===== src/rtl/ixc_assign_arb_pkg.sv =====
// Shared types and constants for the ixc_assign_arb34 round-robin assign arbiter.
package ixc_assign_arb_pkg;

    localparam int ASSIGN_W = 34;   // default width of the shared assign bus
    localparam int MAX_REQ  = 8;    // largest supported requester count

    typedef enum logic [0:0] {
        IDLE = 1'b0,                // output register empty
        FULL = 1'b1                 // output register holds a beat
    } arb_state_t;

endpackage


===== src/rtl/ixc_rr_pick.sv =====
// Rotating-priority picker: scans requests starting one past the pointer,
// wrapping modulo N, and returns a one-hot grant (all zero if no request).
module ixc_rr_pick #(
    parameter int N  = 4,
    parameter int PW = $clog2(N)
) (
    input  logic [N-1:0]  req,
    input  logic [PW-1:0] ptr,
    output logic [N-1:0]  grant
);

    logic [PW-1:0] idx_s;
    logic          found_s;
    logic          hit_s;

    // First asserted request at (ptr+1), (ptr+2), ... mod N wins
    always_comb begin
        grant   = {N{1'b0}};
        idx_s   = {PW{1'b0}};
        found_s = 1'b0;
        hit_s   = 1'b0;
        for (int k = 1; k <= N; k++) begin
            idx_s        = PW'((int'(ptr) + k) % N);
            hit_s        = ~found_s & req[idx_s];
            grant[idx_s] = grant[idx_s] | hit_s;
            found_s      = found_s | hit_s;
        end
    end

endmodule


===== src/rtl/ixc_assign_arb34.sv =====
// N_REQ-to-1 round-robin arbiter feeding a registered 34-bit assign bus.
// One-cycle latency from accept to L; full throughput under l_ready=1.
// Optional feature: define IXC_ASSIGN_ARB_LOCK_EN to add req_lock, which keeps
// the grant with a requester until it completes a beat with req_lock=0.
module ixc_assign_arb34
    import ixc_assign_arb_pkg::*;
#(
    parameter int N_REQ = 4,
    parameter int W     = ASSIGN_W
) (
    input  logic               clk,
    input  logic               rst,
    input  logic [N_REQ-1:0]   req_valid,
    input  logic [N_REQ*W-1:0] req_data,
`ifdef IXC_ASSIGN_ARB_LOCK_EN
    input  logic [N_REQ-1:0]   req_lock,
`endif
    output logic [N_REQ-1:0]   req_ready,
    output logic [W-1:0]       L,
    output logic               l_valid,
    input  logic               l_ready,
    output logic [2:0]         l_src
);

    localparam int PW = $clog2(N_REQ);

    arb_state_t       state_r;
    arb_state_t       state_nxt_s;
    logic [PW-1:0]    last_grant_r;
    logic [PW-1:0]    win_idx_s;
    logic [N_REQ-1:0] pick_req_s;
    logic [N_REQ-1:0] grant_s;
    logic [W-1:0]     sel_data_s;
    logic             can_accept_s;
    logic             accept_s;

`ifdef IXC_ASSIGN_ARB_LOCK_EN
    logic             lock_r;
    logic [PW-1:0]    lock_owner_r;

    // While a locked sequence is open only its owner may compete
    always_comb begin
        pick_req_s = {N_REQ{1'b0}};
        if (lock_r) begin
            pick_req_s[lock_owner_r] = req_valid[lock_owner_r];
        end else begin
            pick_req_s = req_valid;
        end
    end

    // Lock bookkeeping: each accepted beat re-decides whether the lock stays
    always_ff @(posedge clk or posedge rst) begin
        if (rst) begin
            lock_r       <= 1'b0;
            lock_owner_r <= {PW{1'b0}};
        end else if (accept_s) begin
            lock_r       <= req_lock[win_idx_s];
            lock_owner_r <= win_idx_s;
        end else begin
            lock_r       <= lock_r;
            lock_owner_r <= lock_owner_r;
        end
    end
`else
    // Pure round-robin: every valid requester competes
    always_comb begin
        pick_req_s = req_valid;
    end
`endif

    ixc_rr_pick #(
        .N  (N_REQ),
        .PW (PW)
    ) u_pick (
        .req   (pick_req_s),
        .ptr   (last_grant_r),
        .grant (grant_s)
    );

    // Handshake: the winner is offered ready only when the output slot frees up
    always_comb begin
        can_accept_s = (state_r == IDLE) | l_ready;
        if (rst) begin
            req_ready = {N_REQ{1'b0}};
        end else if (can_accept_s) begin
            req_ready = grant_s;
        end else begin
            req_ready = {N_REQ{1'b0}};
        end
        accept_s = |req_ready;
    end

    // Winner index and data mux (grant is one-hot, so OR-combining is exact)
    always_comb begin
        win_idx_s  = {PW{1'b0}};
        sel_data_s = {W{1'b0}};
        for (int i = 0; i < N_REQ; i++) begin
            win_idx_s  = win_idx_s  | (grant_s[i] ? PW'(i) : {PW{1'b0}});
            sel_data_s = sel_data_s | (grant_s[i] ? req_data[i*W +: W] : {W{1'b0}});
        end
    end

    // Next-state: an accept always leaves the slot FULL; a drain without accept empties it
    always_comb begin
        state_nxt_s = state_r;
        case (state_r)
            IDLE: begin
                if (accept_s) begin
                    state_nxt_s = FULL;
                end else begin
                    state_nxt_s = IDLE;
                end
            end
            FULL: begin
                if (accept_s) begin
                    state_nxt_s = FULL;
                end else if (l_ready) begin
                    state_nxt_s = IDLE;
                end else begin
                    state_nxt_s = FULL;
                end
            end
            default: state_nxt_s = IDLE;
        endcase
    end

    // State register
    always_ff @(posedge clk or posedge rst) begin
        if (rst) begin
            state_r <= IDLE;
        end else begin
            state_r <= state_nxt_s;
        end
    end

    // Output register and priority pointer; L and l_src hold while not accepting
    always_ff @(posedge clk or posedge rst) begin
        if (rst) begin
            L            <= {W{1'b0}};
            l_src        <= 3'd0;
            l_valid      <= 1'b0;
            last_grant_r <= PW'(N_REQ - 1);
        end else if (accept_s) begin
            L            <= sel_data_s;
            l_src        <= 3'(win_idx_s);
            l_valid      <= 1'b1;
            last_grant_r <= win_idx_s;
        end else if (l_ready) begin
            l_valid      <= 1'b0;
        end else begin
            l_valid      <= l_valid;
        end
    end

endmodule


===== config.mk =====
export PLATFORM = sky130hd
export DESIGN_NAME = ixc_assign_arb34
export DESIGN_NICKNAME = d
export VERILOG_FILES = /design/src/rtl/ixc_assign_arb_pkg.sv /design/src/rtl/ixc_rr_pick.sv /design/src/rtl/ixc_assign_arb34.sv
export SDC_FILE = /design/constraint.sdc
export NUM_CORES = 1
export LEC_CHECK = 0
export CAP_MARGIN = 10
export CORE_AREA = 10 10 101 103
export CTS_BUF_LIST = sky130_fd_sc_hd__clkbuf_16
export CTS_CLUSTER_DIAMETER = 80
export DETAILED_ROUTE_END_ITERATION = 8
export DIE_AREA = 0 0 111 113
export GPL_ROUTABILITY_DRIVEN = 0
export PLACE_DENSITY = 0.85
export SYNTH_ARGS = -nofsm -noshare
export SYNTH_HDL_FRONTEND = slang
export SYNTH_SLANG_ARGS = --single-unit

===== constraint.sdc =====
create_clock -name clk -period 11 [get_ports clk]
set_clock_uncertainty 0.1 [all_clocks]
set_input_delay 3.3 -clock clk [delete_from_list [all_inputs] [get_ports clk]]
set_output_delay 3.3 -clock clk [all_outputs]
set_load 0.02 [all_outputs]

==> results.md, run 1 <==
Critical path:
- The number of cell instances on the worst register-to-register path is 13.
- The worst setup path is captured at an output pin.
- The data arrival time of the critical path is 6.67 ns.
- The worst setup path is of the in2out kind.
- The endpoint identified for the worst register-to-register timing path is L[20].
- For the worst setup path, the data required time is 7.60 ns.
- The worst setup path is launched from an input port.
- The start point of the critical path is req_valid[3].
- The worst register-to-register path begins at last_grant_r[0].
- The largest fanout on the critical path is 10.
- Setup slack on the worst reg-to-reg path comes out at 5.54 ns.

Hold path:
- The path class of the tightest hold or removal check is reg2reg.
- The end point of the worst hold path is state_r.
- The startpoint of the lowest-slack hold path is state_r.
- Counting instances, the worst hold path has a depth of 1.

Final layout:
- The number of nets in the finished design is 640.
- The repair_antennas step left the layout with diodes totalling 0.
- The filler cells instantiated in the layout total 622.
- The growth of design area from synthesis to finish is 57.47%.
- The fraction of layout cells with a size suffix above 1 is 0.1286.

Clock tree:
- The post-CTS resize count is 0.
- The clock transition at the register clock pins on the worst setup and hold paths after CTS is 0.06 ns.
- The clock sink total is 40.
- The number of clock buffers added by TritonCTS is 5.
- The number of post-CTS setup repair buffers is 0.
- TritonCTS built the clock tree.
- The maximum clock insertion buffer count is 2.
- The root buffer cell is sky130_fd_sc_hd__clkbuf_16.
- The H-tree was split into 2 levels.
- The clock latency reported for the late side of the worst-skew pair is 0.27 ns.
- After clock tree synthesis, the flow added hold-fix buffers numbering 0.

Route:
- The post-detailed-route via-to-cell ratio is 5.738.
- The initial DRC count is 195.
- The post-route DRC violation count is 0.
- The amount of wire on met3 after detailed routing is 1232 um.
- The wire length reported by the detailed router is 12,310 um.
- The total met2 wirelength after detailed routing is 6310 um.
- The highest routing layer actually used is met4.
- The sum of routed wire segments on met1 is 4647 um.
- The average routed wire per standard cell is 20.70 um.
- The iteration count of the initial detailed-routing pass is 4.
- The detail route stage leaves a number of antenna-violating nets equal to 0.
- The number of vias in the routed layout is 3,414.

Logic synthesis:
- The largest area contributor in the netlist is sky130_fd_sc_hd__dfrtp_1.
- Each instance of the synthesized netlist takes up on average 10.57 um^2.
- The share of synthesized area in the top cell type comes to 0.2768.
- The most used flip-flop cell after synthesis is sky130_fd_sc_hd__dfrtp_1.
- The post-synthesis cell type count is 57.
- The number of flops mapped to enable cells by yosys is 0.
- Sorting the synthesized cells by area gives the leading types as sky130_fd_sc_hd__dfrtp_1 (28%), sky130_fd_sc_hd__a221oi_2 (13%), sky130_fd_sc_hd__mux2i_1 (12%), sky130_fd_sc_hd__a32o_1 (9.9%), sky130_fd_sc_hd__inv_1 (5.0%).
- The count of synthesis-stage warnings from yosys is 0.
- Synthesis handed over a netlist of 325 instances.
- Summing every instance area after synthesis gives 3436 um^2.
- The share of the yosys chip area belonging to registers is 0.2921.
- The post-synth net total is 476.
- The post-synthesis async set-or-reset flop share is 1.000.
- The number of synthesized register bits is 40.

Timing:
- Dividing the final minimum period by the clock period gives 0.9151.
- The final count of negative-setup-slack endpoints is 0.
- The routed design could run at a clock period as short as 10.07 ns.
- In the final timing run, aggregate negative setup slack is 0 ns.
- Static timing analysis puts the maximum clock frequency at 0.09935 GHz.
- The max-slew violation count is 0.
- Setup repair after global routing left no endpoint under its margin.
- The relative slew slack is 0.4424.
- The slew at the pin with the worst max-slew slack is 0.8352 ns.
- Final hold analysis gives a worst-case slack of 0.3749 ns.
- The number of hold violations in the final report is 0.

Floorplan:
- The number of cell rows is 33.
- The vertical die dimension is 113 um.
- The die covers 12,540 um^2.
- For this configuration, the core starts out at a cell density of 0.4224.
- 185 I/O pins were placed.
- The core region is 8134 um^2.
- The floorplan step set the die width to 111 um.

Place:
- Input and output buffers added on the ports amount to 183.
- The half-perimeter wire length after detailed placement is 9866 um.

GRT:
- The number of antenna violations at the first check in global routing was 0.
- The number of global-route vias before repair is 3,683.
- Across every metal layer, demand over resource in global routing totals 0.1849.
- The wire length of the first global-routing pass is 19,350 um.
- The total overflow left after global routing is 0.
- The maximum number of pins on one net before global-route repair is 41.

Run:
- The max-capacitance violation count is 0.

Pwr:
- The leakage power of the design is 0.002196 uW.
- The worst IR drop on VDD is 0.1403 mV.
- The power density of the placed cells is 378.7 nW/um^2.

Outcome:
- The run finished with clean final reports.
-- metal layers --
layer  global-route usage  up-vias
met5                    0        -
met4              0.03646        0
met3              0.07501       12
met2               0.3255      169
met1               0.2062     1631
li1                     -     1602
-- worst max-delay path by stage --
stage | cells after the start | slack (ns) | to
6_report | 9 | 0.93 | req_ready[1]
5_1_grt | 9 | 0.71 | req_ready[1]
4_1_cts | 9 | 0.93 | req_ready[1]
3_5_place_dp | 9 | 0.93 | req_ready[1]
3_3_place_gp | 9 | 1.09 | req_ready[1]
2_1_floorplan | 11 | 1.70 | req_ready[3]
-- report_power, final --
part	total (uW)	leakage (uW)	internal, uW	switching (uW)
clock network	161	0.0000789	105	56.0
logic	1590	0.00166	705	883
registers	299	0.000453	235	64.1
-- layout make-up --
type                            count  area, um^2  share of cell area
Clock buffer                        5       125.1             0.02313
Multi-Input combinational cell    207        2063              0.3814
Timing Repair Buffer              189        1877              0.3469
Tap cell                          105       131.4             0.02428
Clock inverter                      3       37.54            0.006938
Inverter                           46       172.7             0.03191
Sequential cell                    40        1003              0.1855
-- cell usage in the layout (no fill, tap or decap), types with 3 or more instances in the layout --
cell                              netlist  routed
sky130_fd_sc_hd__clkdlybuf4s50_1        0     183
sky130_fd_sc_hd__inv_1                 46      45
sky130_fd_sc_hd__mux2i_1               41      41
sky130_fd_sc_hd__dfrtp_1               38      38
sky130_fd_sc_hd__a32o_1                34      34
sky130_fd_sc_hd__a221oi_2              30      30
sky130_fd_sc_hd__ha_1                   8       8
sky130_fd_sc_hd__o21ai_0                6       6
sky130_fd_sc_hd__a221oi_1               6       6
sky130_fd_sc_hd__nor2_1                 7       6
sky130_fd_sc_hd__buf_4                  1       6
sky130_fd_sc_hd__nor3_1                 5       5
sky130_fd_sc_hd__clkbuf_16              0       5
sky130_fd_sc_hd__a211oi_1               4       4
sky130_fd_sc_hd__nand2_1                4       4
sky130_fd_sc_hd__and3_1                 4       4
sky130_fd_sc_hd__a21o_1                 4       4
sky130_fd_sc_hd__mux4_2                 3       3
sky130_fd_sc_hd__nand2b_1               3       3
sky130_fd_sc_hd__nor2b_1                3       3
sky130_fd_sc_hd__mux2_2                 3       3
sky130_fd_sc_hd__a21oi_1                3       3
sky130_fd_sc_hd__o22ai_1                3       3
-- per-stage QoR --
stage | area, um^2 | instances | setup WS [ns] | utilization | total power [uW]
2_1_floorplan | 3436 | 325 | 1.703 | - | 1480
5_1_grt | 5410 | 595 | 0.7139 | 0.6651 | 2193
3_3_place_gp | 5248 | 587 | 1.089 | 0.6451 | 1866
4_1_cts | 5410 | 595 | 0.9310 | 0.6651 | 2064
6_report | 5410 | 595 | 0.9341 | 0.6651 | 2049
3_5_place_dp | 5248 | 587 | 0.9277 | 0.6451 | 1895
-- critical path: stages --
cell	delay [ns]
sky130_fd_sc_hd__clkdlybuf4s50_1	0.55
sky130_fd_sc_hd__mux4_2	0.65
sky130_fd_sc_hd__mux2i_4	0.27
sky130_fd_sc_hd__a221oi_1	0.28
sky130_fd_sc_hd__o21ai_1	0.12
sky130_fd_sc_hd__a211oi_2	0.41
sky130_fd_sc_hd__nor3_1	0.19
sky130_fd_sc_hd__nor3_1	0.23
sky130_fd_sc_hd__clkdlybuf4s50_1	0.65
-- registers in the layout, indices dropped and copies added, names as in the netlist --
name and count:
last_grant_r 2, l_valid 1, state_r 1, l_src 2, L 34
-- synth_stat cells (all sizes together), types with 2 or more instances --
master   count
mux4         3
a221oi      36
o311ai       2
dfrtp       38
a32o        34
a21o         4
o21ai        9
nand2        4
a21oi        3
mux2         3
and3         4
buf         20
and2         2
mux2i       42
dfstp        2
a211oi       5
o22ai        3
o211ai       2
nor3b        2
inv         46
nor2b        3
nor3         5
nand2b       3
o21ba        2
ha           8
o2111ai      4
clkbuf      12
nor2         8
-- cell families (layout without fill, tap and decap cells) --
| kind of cell | after synthesis | after routing | share of synthesized area |
|---|---|---|---|
| compound gates | 111 | 111 | 0.3471 |
| buf+inv | 78 | 243 | 0.1111 |
| mux | 48 | 48 | 0.1555 |
| flops | 40 | 40 | 0.2921 |
| simple gates | 39 | 39 | 0.06410 |
| fa+ha+maj | 8 | 8 | 0.02913 |
| other cells | 1 | 1 | 0.001091 |
Note: power is estimated with default switching activity, not from simulation.
==> inputs of run 2 (changes only) <==
- CORE_AREA: 10 10 101 103 -> 2 2 93 95
- DIE_AREA: 0 0 111 113 -> 0 0 95 97
==> run 2 against run 1 <==
Net effect:
- fmax decreased by 0.83%
- die area down 27%
- global-route usage is 5.7 points higher
- critical path depth did not move
- count of clock-buffer cells in the layout is the same
- critical path type unchanged
- critical endpoint is now req_ready[3]
==> results.md, run 2 (synthesized netlist as in run 1, its figures left out) <==
Timing:
- The slew at the pin with the worst max-slew slack came to 0.8890 ns (was 0.8352 ns).
- Unrepaired setup endpoints after global routing: no (unchanged).
- The max-slew violation count is 0 (unchanged).
- The number of hold violations in the final report is 0 (unchanged).
- The final-layout setup total negative slack came to 0 ns (unchanged).
- The final count of negative-setup-slack endpoints was 0 (unchanged).
- The relative slew slack was 0.3998 (was 0.4424).
- The maximum achievable frequency is 0.09852 GHz (was 0.09935 GHz).
- The minimum clock period after layout was 10.15 ns (was 10.07 ns).
- The final critical-path share of the clock period came to 0.9227 (was 0.9151).

Final layout:
- The fraction of layout cells with a size suffix above 1 is 0.1306 (was 0.1286).
- Largest registers: L: 34 flops, l_src: 2 flops, last_grant_r: 2 flops (unchanged).
- Most used cells in the layout excluding fill and tap cells: sky130_fd_sc_hd__clkdlybuf4s50_1 (183), sky130_fd_sc_hd__inv_1 (46), sky130_fd_sc_hd__mux2i_1 (41) (was sky130_fd_sc_hd__clkdlybuf4s50_1 (183), sky130_fd_sc_hd__inv_1 (45), sky130_fd_sc_hd__mux2i_1 (41)).
- The commonest non-fill, non-tap cell in the layout is sky130_fd_sc_hd__clkdlybuf4s50_1 (unchanged).
- The non-filler instance count after layout is 596 (was 595).
- The flip-flop count of the largest register after layout is 34 (unchanged).
- The filler cell count in the final layout is 628 (was 622).
- The number of nets in the finished design is 640 (unchanged).
- The register with the highest flop count is L (unchanged).
- The growth of design area from synthesis to finish was 57.57% (was 57.47%).

Route:
- The average routed wire per standard cell was 18.72 um (was 20.70 um).
- The initial DRC count is 130 (was 195).
- The wire length reported by the detailed router is 11,160 um (was 12,310 um).
- The post-route DRC violation count is 0 (unchanged).
- The iteration count of the initial detailed-routing pass is 4 (unchanged).
- The number of nets still failing antenna checks after routing is 0 (unchanged).
- The post-detailed-route via-to-cell ratio is 5.779 (was 5.738).
- The number of vias in the routed layout is 3,444 (was 3,414).

Outcome:
- Run status: finished clean (unchanged).

GRT:
- The maximum number of pins on one net before global-route repair is 41 (unchanged).
- The number of antenna violations at the first check in global routing is 1 (was 0).
- The overall overflow remaining after global route is 0 (unchanged).
- The wire length of the first global-routing pass is 17,570 um (was 19,350 um).
- The total global routing track utilization was 0.2419 (was 0.1849).
- The number of global-route vias before repair came to 3,593 (was 3,683).

Run:
- The max-capacitance violation count was 0 (unchanged).

Place:
- The half-perimeter wire length after detailed placement is 8523 um (was 9866 um).
- The number of buffer cells added on primary ports was 183 (unchanged).
- The number of placed instances with taps included is 587 (unchanged).

Floorplan:
- The vertical die dimension is 97 um (was 113 um).
- The effective utilization at floorplan is 0.4224 (unchanged).
- The placeable core area came to 8134 um^2 (unchanged).
- The number of cell rows is 33 (unchanged).
- The die width is 95 um (was 111 um).
- The number of top-level pins was 185 (unchanged).
- The die footprint was 9215 um^2 (was 12,540 um^2).

Hold path:
- The end point of the worst hold path was state_r (unchanged).
- The worst min-delay path category is reg2reg (unchanged).
- The depth of the worst hold-timing path is 1 (unchanged).
- The startpoint of the lowest-slack hold path is state_r (unchanged).

Pwr:
- The worst IR drop on VDD was 0.1947 mV (was 0.1403 mV).
- The power density of the placed cells is 379.9 nW/um^2 (was 378.7 nW/um^2).
- The leakage power of the design is 0.002202 uW (was 0.002196 uW).

Critical path:
- The capturing point of the worst reg2reg path was last_grant_r[0] (was L[20]).
- The critical path class is in2out (unchanged).
- The setup slack of the most critical reg-to-reg path was 5.62 ns (was 5.54 ns).
- The critical path data required time is 7.60 ns (about the same).
- The sort of element at the start of the critical path is an input port (unchanged).
- The launch point of the worst reg-to-reg path is last_grant_r[0] (unchanged).
- The number of cell instances on the worst register-to-register path is 13 (unchanged).
- The data arrival time of the critical path is 6.75 ns (was 6.67 ns).
- The largest fanout on the critical path is 9 (was 10).
- The endpoint class of the critical path was an output pin (unchanged).

Clock tree:
- The number of post-CTS setup repair buffers came to 0 (unchanged).
- The maximum clock insertion buffer count is 2 (unchanged).
- The number of buffers inserted during clock tree synthesis came to 5 (unchanged).
- The count of hold buffers inserted by post-cts repair is 0 (unchanged).
- The post-CTS resize count was 0 (unchanged).
- The clock tree from TritonCTS is yes (unchanged).
- The root buffer cell is sky130_fd_sc_hd__clkbuf_16 (unchanged).
- The clock latency reported for the late side of the worst-skew pair is 0.27 ns (about the same).
- The clock sink total is 40 (unchanged).
- The depth of the CTS H-tree is 2 (unchanged).
- The clock transition at the register clock pins on the worst setup and hold paths after CTS is 0.05 ns (was 0.06 ns).
run 2: cell count changes in the layout (fill, tap and decap cells not counted), sizes merged:
| cell | change |
|---|---|
| clkinv | -1 |
| inv | +1 |
| diode | +1 |
run 2: final cells by class:
| type | count | area, um^2 | area share |
|---|---|---|---|
| multi-input combinational | 207 | 2063 | 0.3811 |
| timing repair buffer | 189 | 1877 | 0.3467 |
| sequential | 40 | 1003 | 0.1853 |
| inverter | 46 | 172.7 | 0.03189 |
| tap | 105 | 131.4 | 0.02427 |
| clock buffer | 5 | 125.1 | 0.02311 |
| clock inverter | 3 | 38.79 | 0.007164 |
| antenna | 1 | 2.502 | 0.0004622 |
run 2: report_power, final:
group          leakage (uW)  internal [uW]  total, uW  switching (uW)
Combinational       0.00166            704       1600             893
Sequential         0.000453            235        300            64.6
Clock             0.0000850            106        159            53.7
Total               0.00220           1050       2060            1010
run 2: how the worst max path moves through the flow:
stage	startpoint	end	cells past startpoint
after floorplan	req_valid[3]	req_ready[3]	11
after global placement	req_valid[1]	req_ready[3]	9
after detailed placement	req_valid[1]	req_ready[3]	9
after CTS	req_valid[1]	req_ready[3]	9
after global routing	req_valid[3]	req_ready[1]	9
final	req_valid[1]	req_ready[3]	9
run 2: critical path, stage by stage:
cell and delay [ns]:
sky130_fd_sc_hd__clkdlybuf4s50_1 0.56, sky130_fd_sc_hd__mux4_2 0.65, sky130_fd_sc_hd__mux2i_4 0.28, sky130_fd_sc_hd__a221oi_1 0.32
sky130_fd_sc_hd__o21ai_1 0.13, sky130_fd_sc_hd__a211oi_2 0.43, sky130_fd_sc_hd__o32a_1 0.24, sky130_fd_sc_hd__nor2b_1 0.20
sky130_fd_sc_hd__clkdlybuf4s50_1 0.63
run 2: per-stage QoR:
stage	hold slack, ns	worst slack, ns	instance area (um^2)	power (uW)	util
global route	0.4110	0.7026	5411	2205	0.6653
floorplan	0.3501	1.703	3436	1480	-
CTS	0.3845	0.9233	5411	2069	0.6653
finish	0.3828	0.8502	5414	2057	0.6656
global placement	0.3644	1.066	5248	1854	0.6451
detailed placement	0.3720	0.9549	5248	1898	0.6451
run 2: per-layer routing:
layer  track usage  share of wire  vias to the layer above
met5             0              0                        -
met1        0.2806           0.39                     1674
met2        0.4326           0.52                      160
met3       0.05841          0.069                       17
met4       0.07246          0.021                        0
li1              -              -                     1593
